**src/rtl/sdram_pkg.sv**
```systemverilog
// SDRAM command executor shared definitions.
// Command codes are {cs_n,ras_n,cas_n,we_n}.
package sdram_pkg;

  localparam int CNT_W = 15;

  typedef logic [CNT_W-1:0] cnt_t;

  localparam logic [3:0] CMD_LMR       = 4'b0000;
  localparam logic [3:0] CMD_REFRESH   = 4'b0001;
  localparam logic [3:0] CMD_PRECHARGE = 4'b0010;
  localparam logic [3:0] CMD_ACTIVE    = 4'b0011;
  localparam logic [3:0] CMD_WRITE     = 4'b0100;
  localparam logic [3:0] CMD_READ      = 4'b0101;
  localparam logic [3:0] CMD_NOP       = 4'b0111;

  localparam logic [11:0] A_ALL_BANKS = 12'h400;

  typedef enum logic [2:0] {
    ST_INIT_WAIT,
    ST_INIT_PRE,
    ST_INIT_REF1,
    ST_INIT_REF2,
    ST_INIT_MRS,
    ST_IDLE,
    ST_ISSUE,
    ST_WAIT
  } state_t;

  // Zero-cycle timings would wrap the down-counter, so they become 1.
  function automatic cnt_t clamp(input int v);
    if (v < 1) return cnt_t'(1);
    return cnt_t'(v);
  endfunction

endpackage

```
**src/rtl/sdram_delay_cnt.sv**
```systemverilog
// Loadable down-counter that parks at 1.
// expire_o flags the last cycle of a timing window.
module sdram_delay_cnt
  import sdram_pkg::*;
#(
  parameter cnt_t RST_VAL = cnt_t'(1)
) (
  input  logic clk,
  input  logic rst,
  input  logic load_i,
  input  cnt_t value_i,
  output logic expire_o
);

  cnt_t cnt_q;

  // Load overrides counting; the count never goes below 1.
  always_ff @(posedge clk or negedge rst) begin
    if (!rst) begin
      cnt_q <= RST_VAL;
    end else if (load_i) begin
      cnt_q <= value_i;
    end else if (cnt_q > cnt_t'(1)) begin
      cnt_q <= cnt_q - cnt_t'(1);
    end
  end

  assign expire_o = (cnt_q == cnt_t'(1));

endmodule

```
**src/rtl/sdram_cmd_exec.sv**
```systemverilog
// SDRAM command executor: power-up init, then one command per strobe.
// Optional internal refresh under macro SDRAM_AUTO_REFRESH_EN.
module sdram_cmd_exec
  import sdram_pkg::*;
#(
`ifdef SDRAM_AUTO_REFRESH_EN
  parameter int          T_REFI   = 780,
`endif
  parameter int          T_INIT   = 20000,
  parameter int          T_RP     = 2,
  parameter int          T_RFC    = 7,
  parameter int          T_MRD    = 2,
  parameter int          T_RCD    = 2,
  parameter int          CAS_LAT  = 2,
  parameter int          T_WR     = 2,
  parameter logic [11:0] MODE_REG = 12'h020
) (
  input  logic        clk,
  input  logic        rst,
  input  logic [3:0]  cmd,
  input  logic        switch,
  input  logic [1:0]  cmd_sent,
  output logic        init_comp,
  output logic        cmd_ready,
  output logic        cmd_done,
  output logic [1:0]  done_tag,
  output logic        sdram_cs_n,
  output logic        sdram_ras_n,
  output logic        sdram_cas_n,
  output logic        sdram_we_n,
  output logic [11:0] sdram_a
);

  state_t      state_q, state_d;
  logic [3:0]  cmd_q;
  logic [3:0]  pins_q;
  logic [11:0] a_q;
  logic        init_q;
  logic [1:0]  tag_q;
  logic        int_q;
  logic        pending;
  logic [3:0]  issue_cmd;
  logic        cnt_load;
  cnt_t        cnt_val;
  logic        cnt_exp;

  function automatic cnt_t delay_of(input logic [3:0] c);
    case (c)
      CMD_ACTIVE:    return clamp(T_RCD);
      CMD_READ:      return clamp(CAS_LAT);
      CMD_WRITE:     return clamp(T_WR);
      CMD_PRECHARGE: return clamp(T_RP);
      CMD_REFRESH:   return clamp(T_RFC);
      CMD_LMR:       return clamp(T_MRD);
      default:       return cnt_t'(1);
    endcase
  endfunction

  sdram_delay_cnt #(
    .RST_VAL(clamp(T_INIT))
  ) u_cnt (
    .clk      (clk),
    .rst      (rst),
    .load_i   (cnt_load),
    .value_i  (cnt_val),
    .expire_o (cnt_exp)
  );

`ifdef SDRAM_AUTO_REFRESH_EN
  cnt_t refi_q;
  logic flag_q;
  logic refi_exp;

  assign refi_exp = init_q && (refi_q == cnt_t'(1));
  assign pending  = flag_q | refi_exp;

  // Refresh interval timer; a pending flag holds expiries until IDLE.
  always_ff @(posedge clk or negedge rst) begin
    if (!rst) begin
      refi_q <= clamp(T_REFI);
      flag_q <= 1'b0;
    end else begin
      if (!init_q || refi_exp) refi_q <= clamp(T_REFI);
      else                     refi_q <= refi_q - cnt_t'(1);
      if (state_q == ST_IDLE && pending) flag_q <= 1'b0;
      else if (refi_exp)                 flag_q <= 1'b1;
    end
  end
`else
  assign pending = 1'b0;
`endif

  assign issue_cmd = pending ? CMD_REFRESH : cmd;

  // Next state and counter reload; init steps cover issue cycle plus gap.
  always_comb begin
    state_d  = state_q;
    cnt_load = 1'b0;
    cnt_val  = cnt_t'(1);
    unique case (state_q)
      ST_INIT_WAIT: if (cnt_exp) begin
        state_d  = ST_INIT_PRE;
        cnt_load = 1'b1;
        cnt_val  = clamp(T_RP) + cnt_t'(1);
      end
      ST_INIT_PRE: if (cnt_exp) begin
        state_d  = ST_INIT_REF1;
        cnt_load = 1'b1;
        cnt_val  = clamp(T_RFC) + cnt_t'(1);
      end
      ST_INIT_REF1: if (cnt_exp) begin
        state_d  = ST_INIT_REF2;
        cnt_load = 1'b1;
        cnt_val  = clamp(T_RFC) + cnt_t'(1);
      end
      ST_INIT_REF2: if (cnt_exp) begin
        state_d  = ST_INIT_MRS;
        cnt_load = 1'b1;
        cnt_val  = clamp(T_MRD) + cnt_t'(1);
      end
      ST_INIT_MRS: if (cnt_exp) state_d = ST_IDLE;
      ST_IDLE: if (pending || switch) state_d = ST_ISSUE;
      ST_ISSUE: begin
        state_d  = ST_WAIT;
        cnt_load = 1'b1;
        cnt_val  = delay_of(cmd_q);
      end
      ST_WAIT: if (cnt_exp) state_d = ST_IDLE;
      default: state_d = ST_INIT_WAIT;
    endcase
  end

  // State plus registered pins: a command shows for one cycle on entry.
  always_ff @(posedge clk or negedge rst) begin
    if (!rst) begin
      state_q <= ST_INIT_WAIT;
      pins_q  <= CMD_NOP;
      a_q     <= '0;
      init_q  <= 1'b0;
      tag_q   <= '0;
      cmd_q   <= CMD_NOP;
      int_q   <= 1'b0;
    end else begin
      state_q <= state_d;
      pins_q  <= CMD_NOP;
      a_q     <= '0;
      if (state_d != state_q) begin
        unique case (state_d)
          ST_INIT_PRE: begin
            pins_q <= CMD_PRECHARGE;
            a_q    <= A_ALL_BANKS;
          end
          ST_INIT_REF1, ST_INIT_REF2: pins_q <= CMD_REFRESH;
          ST_INIT_MRS: begin
            pins_q <= CMD_LMR;
            a_q    <= MODE_REG;
          end
          ST_ISSUE: begin
            pins_q <= issue_cmd;
            a_q    <= (issue_cmd == CMD_LMR) ? MODE_REG : '0;
          end
          default: ;
        endcase
      end
      if (state_q == ST_IDLE && state_d == ST_ISSUE) begin
        cmd_q <= issue_cmd;
        int_q <= pending;
        if (!pending) tag_q <= cmd_sent;
      end
      if (state_q == ST_INIT_MRS && state_d == ST_IDLE) init_q <= 1'b1;
    end
  end

  assign init_comp = init_q;
  assign cmd_ready = (state_q == ST_IDLE) && !pending;
  assign cmd_done  = (state_q == ST_WAIT) && cnt_exp && !int_q;
  assign done_tag  = tag_q;
  assign {sdram_cs_n, sdram_ras_n, sdram_cas_n, sdram_we_n} = pins_q;
  assign sdram_a   = a_q;

endmodule

```
**config.mk**
```make
export PLATFORM = sky130hd
export DESIGN_NAME = sdram_cmd_exec
export DESIGN_NICKNAME = d
export VERILOG_FILES = /design/src/rtl/sdram_pkg.sv /design/src/rtl/sdram_delay_cnt.sv /design/src/rtl/sdram_cmd_exec.sv
export SDC_FILE = /design/constraint.sdc
export NUM_CORES = 1
export LEC_CHECK = 0
export CELL_PAD_IN_SITES_DETAIL_PLACEMENT = 0
export CELL_PAD_IN_SITES_GLOBAL_PLACEMENT = 1
export CORE_MARGIN = 3
export CORE_UTILIZATION = 45
export CTS_BUF_LIST = sky130_fd_sc_hd__clkbuf_4
export DETAILED_ROUTE_END_ITERATION = 8
export PLACE_DENSITY_LB_ADDON = 0.1
export SLEW_MARGIN = 20
export SYNTH_ARGS = -nofsm -noshare
export SYNTH_HDL_FRONTEND = slang
export SYNTH_SLANG_ARGS = --single-unit
export TNS_END_PERCENT = 50
```
**constraint.sdc**
```tcl
create_clock -name clk -period 3.9 [get_ports clk]
set_input_delay 0.78 -clock clk [delete_from_list [all_inputs] [get_ports clk]]
set_output_delay 0.78 -clock clk [all_outputs]
set_load 0.02 [all_outputs]
```
==> out/qor.yml <==
ys_seq_area_share_pct: 45.8
numCtsBuffers: 5
row_count: 21
max_stage_delay_ns: 0.60
path_depth: 6
synth.cell_area_um2: 1730
cts_hold_buffers: 0
io_buffers: 19
required_ns: 3.12
rrSetupSlack_ns: 1.37
slew_headroom_pct: 58.2
endpoint: "cmd_done"
grt_pass1_wl_mm: 5.87
floorplan.initialDensity_pct: 49.0
met2_length_mm: 1.58
drt-wirelength-per-cell_um: 14.6
tns_ns: 0
cts.clk_slew.worst_paths_ns: 0.10
status: "finished, final reports clean"
grtUsageTotal_pct: 16.9
fin_total_pwr_mw: 0.538
critPathMaxFanout: 7
ant_nets: 0
grt_overflow: 0
die_width_um: 67.9
ios: 30
fill_cells: 326
layout_min_cycle_time_ns: 3.51
synth_cell_types: 50
htreeDepth: 2
ys_warn_count: 0
synth-seq-cells: 31
drtIter0Drc: 66
drtPass1Iterations: 4
antenna_found_initial: 0
regArea_um2: 790
cts_tree: "done"
setup_violations: 0
rsz0062_at_grt: "no"
synth_top_area_share_pct: 29.0
yosysTopAreaCell: "dfrtp_1"
crit_start: "u_cnt.cnt_q[7]$_DFFE_PN0P_"
post_cts_buffers: 0
hold_depth: 1
crit_slowest_cell: "clkdlybuf4s50_1"
dr_wl_met3_um: 233
synth_edf_count: 0
grt_pass1_vias: 1301
routed_wl_mm: 3.52
synthFlopType: "dfrtp_1"
p_leak_nw: 0.925
layout-drive-gt1-share_pct: 17.9
rr_endpoint: "u_cnt.cnt_q[0]$_DFFE_PN0P_"
crit_path_start_kind: "register"
clock_sinks: 31
synthTopCellsByArea: "dfrtp_1, dfstp_2, buf_4, nor2_1, mux2_2"
hp-class: "reg -> reg"
critPathArrivalTime_ns: 2.73
cp_cell_sequence: "or4_4 -> nor3_4 -> and4_1 -> nand2_1 -> nor2_1 -> clkdlybuf4s50_1"
cp_num_buf_inv: 1
worstReg2RegStart: "u_cnt.cnt_q[1]$_DFFE_PN0P_"
viasPerCell: 5.65
crit_type: "reg -> out"
fin_crit_sh_pct: 90.0
reg2reg_depth: 7
post-route-util_pct: 55.5
multiInputGateArea_um2: 842
synth_cells: 174
cts_resized: 0
hpwlAfterDp_mm: 2.56
grt_max_degree: 32
crit_family: "simple AND/OR/NAND/NOR gates"
wl_met1_mm: 1.67
dr.max_layer_used: "met4"
end_kind: "primary output"
synthArstFlopShare_pct: 100
die_area_um2: 4610
n_antenna_cell: 0
dr_total_vias: 1362
nNetsFinal: 205
routabilityCongestion: 0.860
vdd.ir_drop.worst_uv: 143
avgSynthCellArea_um2: 9.92
cts_buffer_depth: 2
tightest_slew_ns: 0.621
powerDensity_nw_per_um2: 275
min-delay-start: "init_comp$_DFFE_PN0P_"
max_freq_mhz: 285
fp.dieH_um: 67.9
finalMaxSlewViolations: 0
max_cap_viol_count: 0
insertion_delay_ns: 0.33
finalHoldViolCount: 0
fin_skew_ns: 0.0117
area_delta_synth_final_pct: 13.3
drcViolationCount: 0
coreArea_um2: 3520
cts-root-buf: "clkbuf_4"
## per-layer routing
metal	up-vias	GRT usage [%]
li1	641	-
met1	667	22.5
met2	50	26.1
met3	4	5.42
met4	0	5.71
met5	-	0
## cells in the final DEF (no fill, tap or decap), drive strengths merged, types with 2 or more instances in the layout
master,synthesis,routed
dfrtp,20,20
nor2,23,23
clkdlybuf4s50,0,19
mux2,5,5
xor2,4,4
a21o,3,3
nor3b,2,2
clkbuf,3,7
and4,2,2
or4,4,4
o21ai,6,6
nand3,5,5
nand2,8,8
nor4,3,3
ha,2,2
conb,1,10
nor2b,2,2
inv,3,3
nor3,10,10
nand2b,2,2
a21oi,10,10
or3,2,2
xnor2,6,6
dfstp,11,11
or2,2,2
o21a,2,2
nand4,4,4
## stage by stage
step	std cells	setup WS (ns)	instance area (um^2)	hold slack (ns)
final	241	0.389	1960	0.505
after floorplan	183	1.31	1760	0.473
after CTS	241	0.385	1960	0.503
after global placement	233	0.797	1900	0.459
after global routing	241	0.230	1960	0.514
after detailed placement	233	0.754	1900	0.481
## logic make-up after synthesis
family | after synthesis | synth area share [%]
xor+xnor | 10 | 5.08
other cells | 1 | 0.217
mux | 6 | 3.84
compound gates | 32 | 12.5
simple gates | 73 | 23.8
flops | 31 | 45.8
fa+ha+maj | 2 | 1.45
buf+inv | 19 | 7.40
## cell usage after synthesis (3+ instances only)
master	count
dfstp_2	11
nor3_1	7
nand4_1	4
buf_4	12
a21o_1	3
nand2_1	8
nor2_1	23
o21ai_0	6
or4_1	3
nand3_1	5
dfrtp_1	20
xnor2_1	6
mux2_2	5
xor2_1	4
inv_1	3
a21oi_1	9
## power by group
part | leakage, nW | total (mW) | internal, mW | switching [mW]
clock network | 0.0361 | 0.191 | 0.0841 | 0.107
logic | 0.496 | 0.0251 | 0.00804 | 0.0171
registers | 0.394 | 0.322 | 0.322 | 0
## cell type report
class                   instances  area share (%)
multi-input cells             133            43.1
flip-flops and latches         31            40.4
repair buffers                 20            10.1
well taps                      46            2.94
clock buffers                   7            2.69
inverters                       3           0.576
clock inverters                 1           0.256
## how the worst min path moves through the flow
| stage | endpoint | slack, ns |
|---|---|---|
| 3_3_place_gp | init_comp$_DFFE_PN0P_ | 0.46 |
| 6_report | init_comp$_DFFE_PN0P_ | 0.51 |
| 3_5_place_dp | init_comp$_DFFE_PN0P_ | 0.48 |
| 4_1_cts | init_comp$_DFFE_PN0P_ | 0.50 |
| 5_1_grt | init_comp$_DFFE_PN0P_ | 0.51 |
| 2_1_floorplan | cmd_q[3]$_DFFE_PN0P_ | 0.47 |
## flip-flops by register name (all words and copies together) (netlist names)
signal and cells:
u_cnt.cnt_q 15, cmd_q 4, pins_q 4, state_q 3
done_tag 2, sdram_a 2, init_comp 1
No activity file was read; power rests on OpenSTA's default activity.
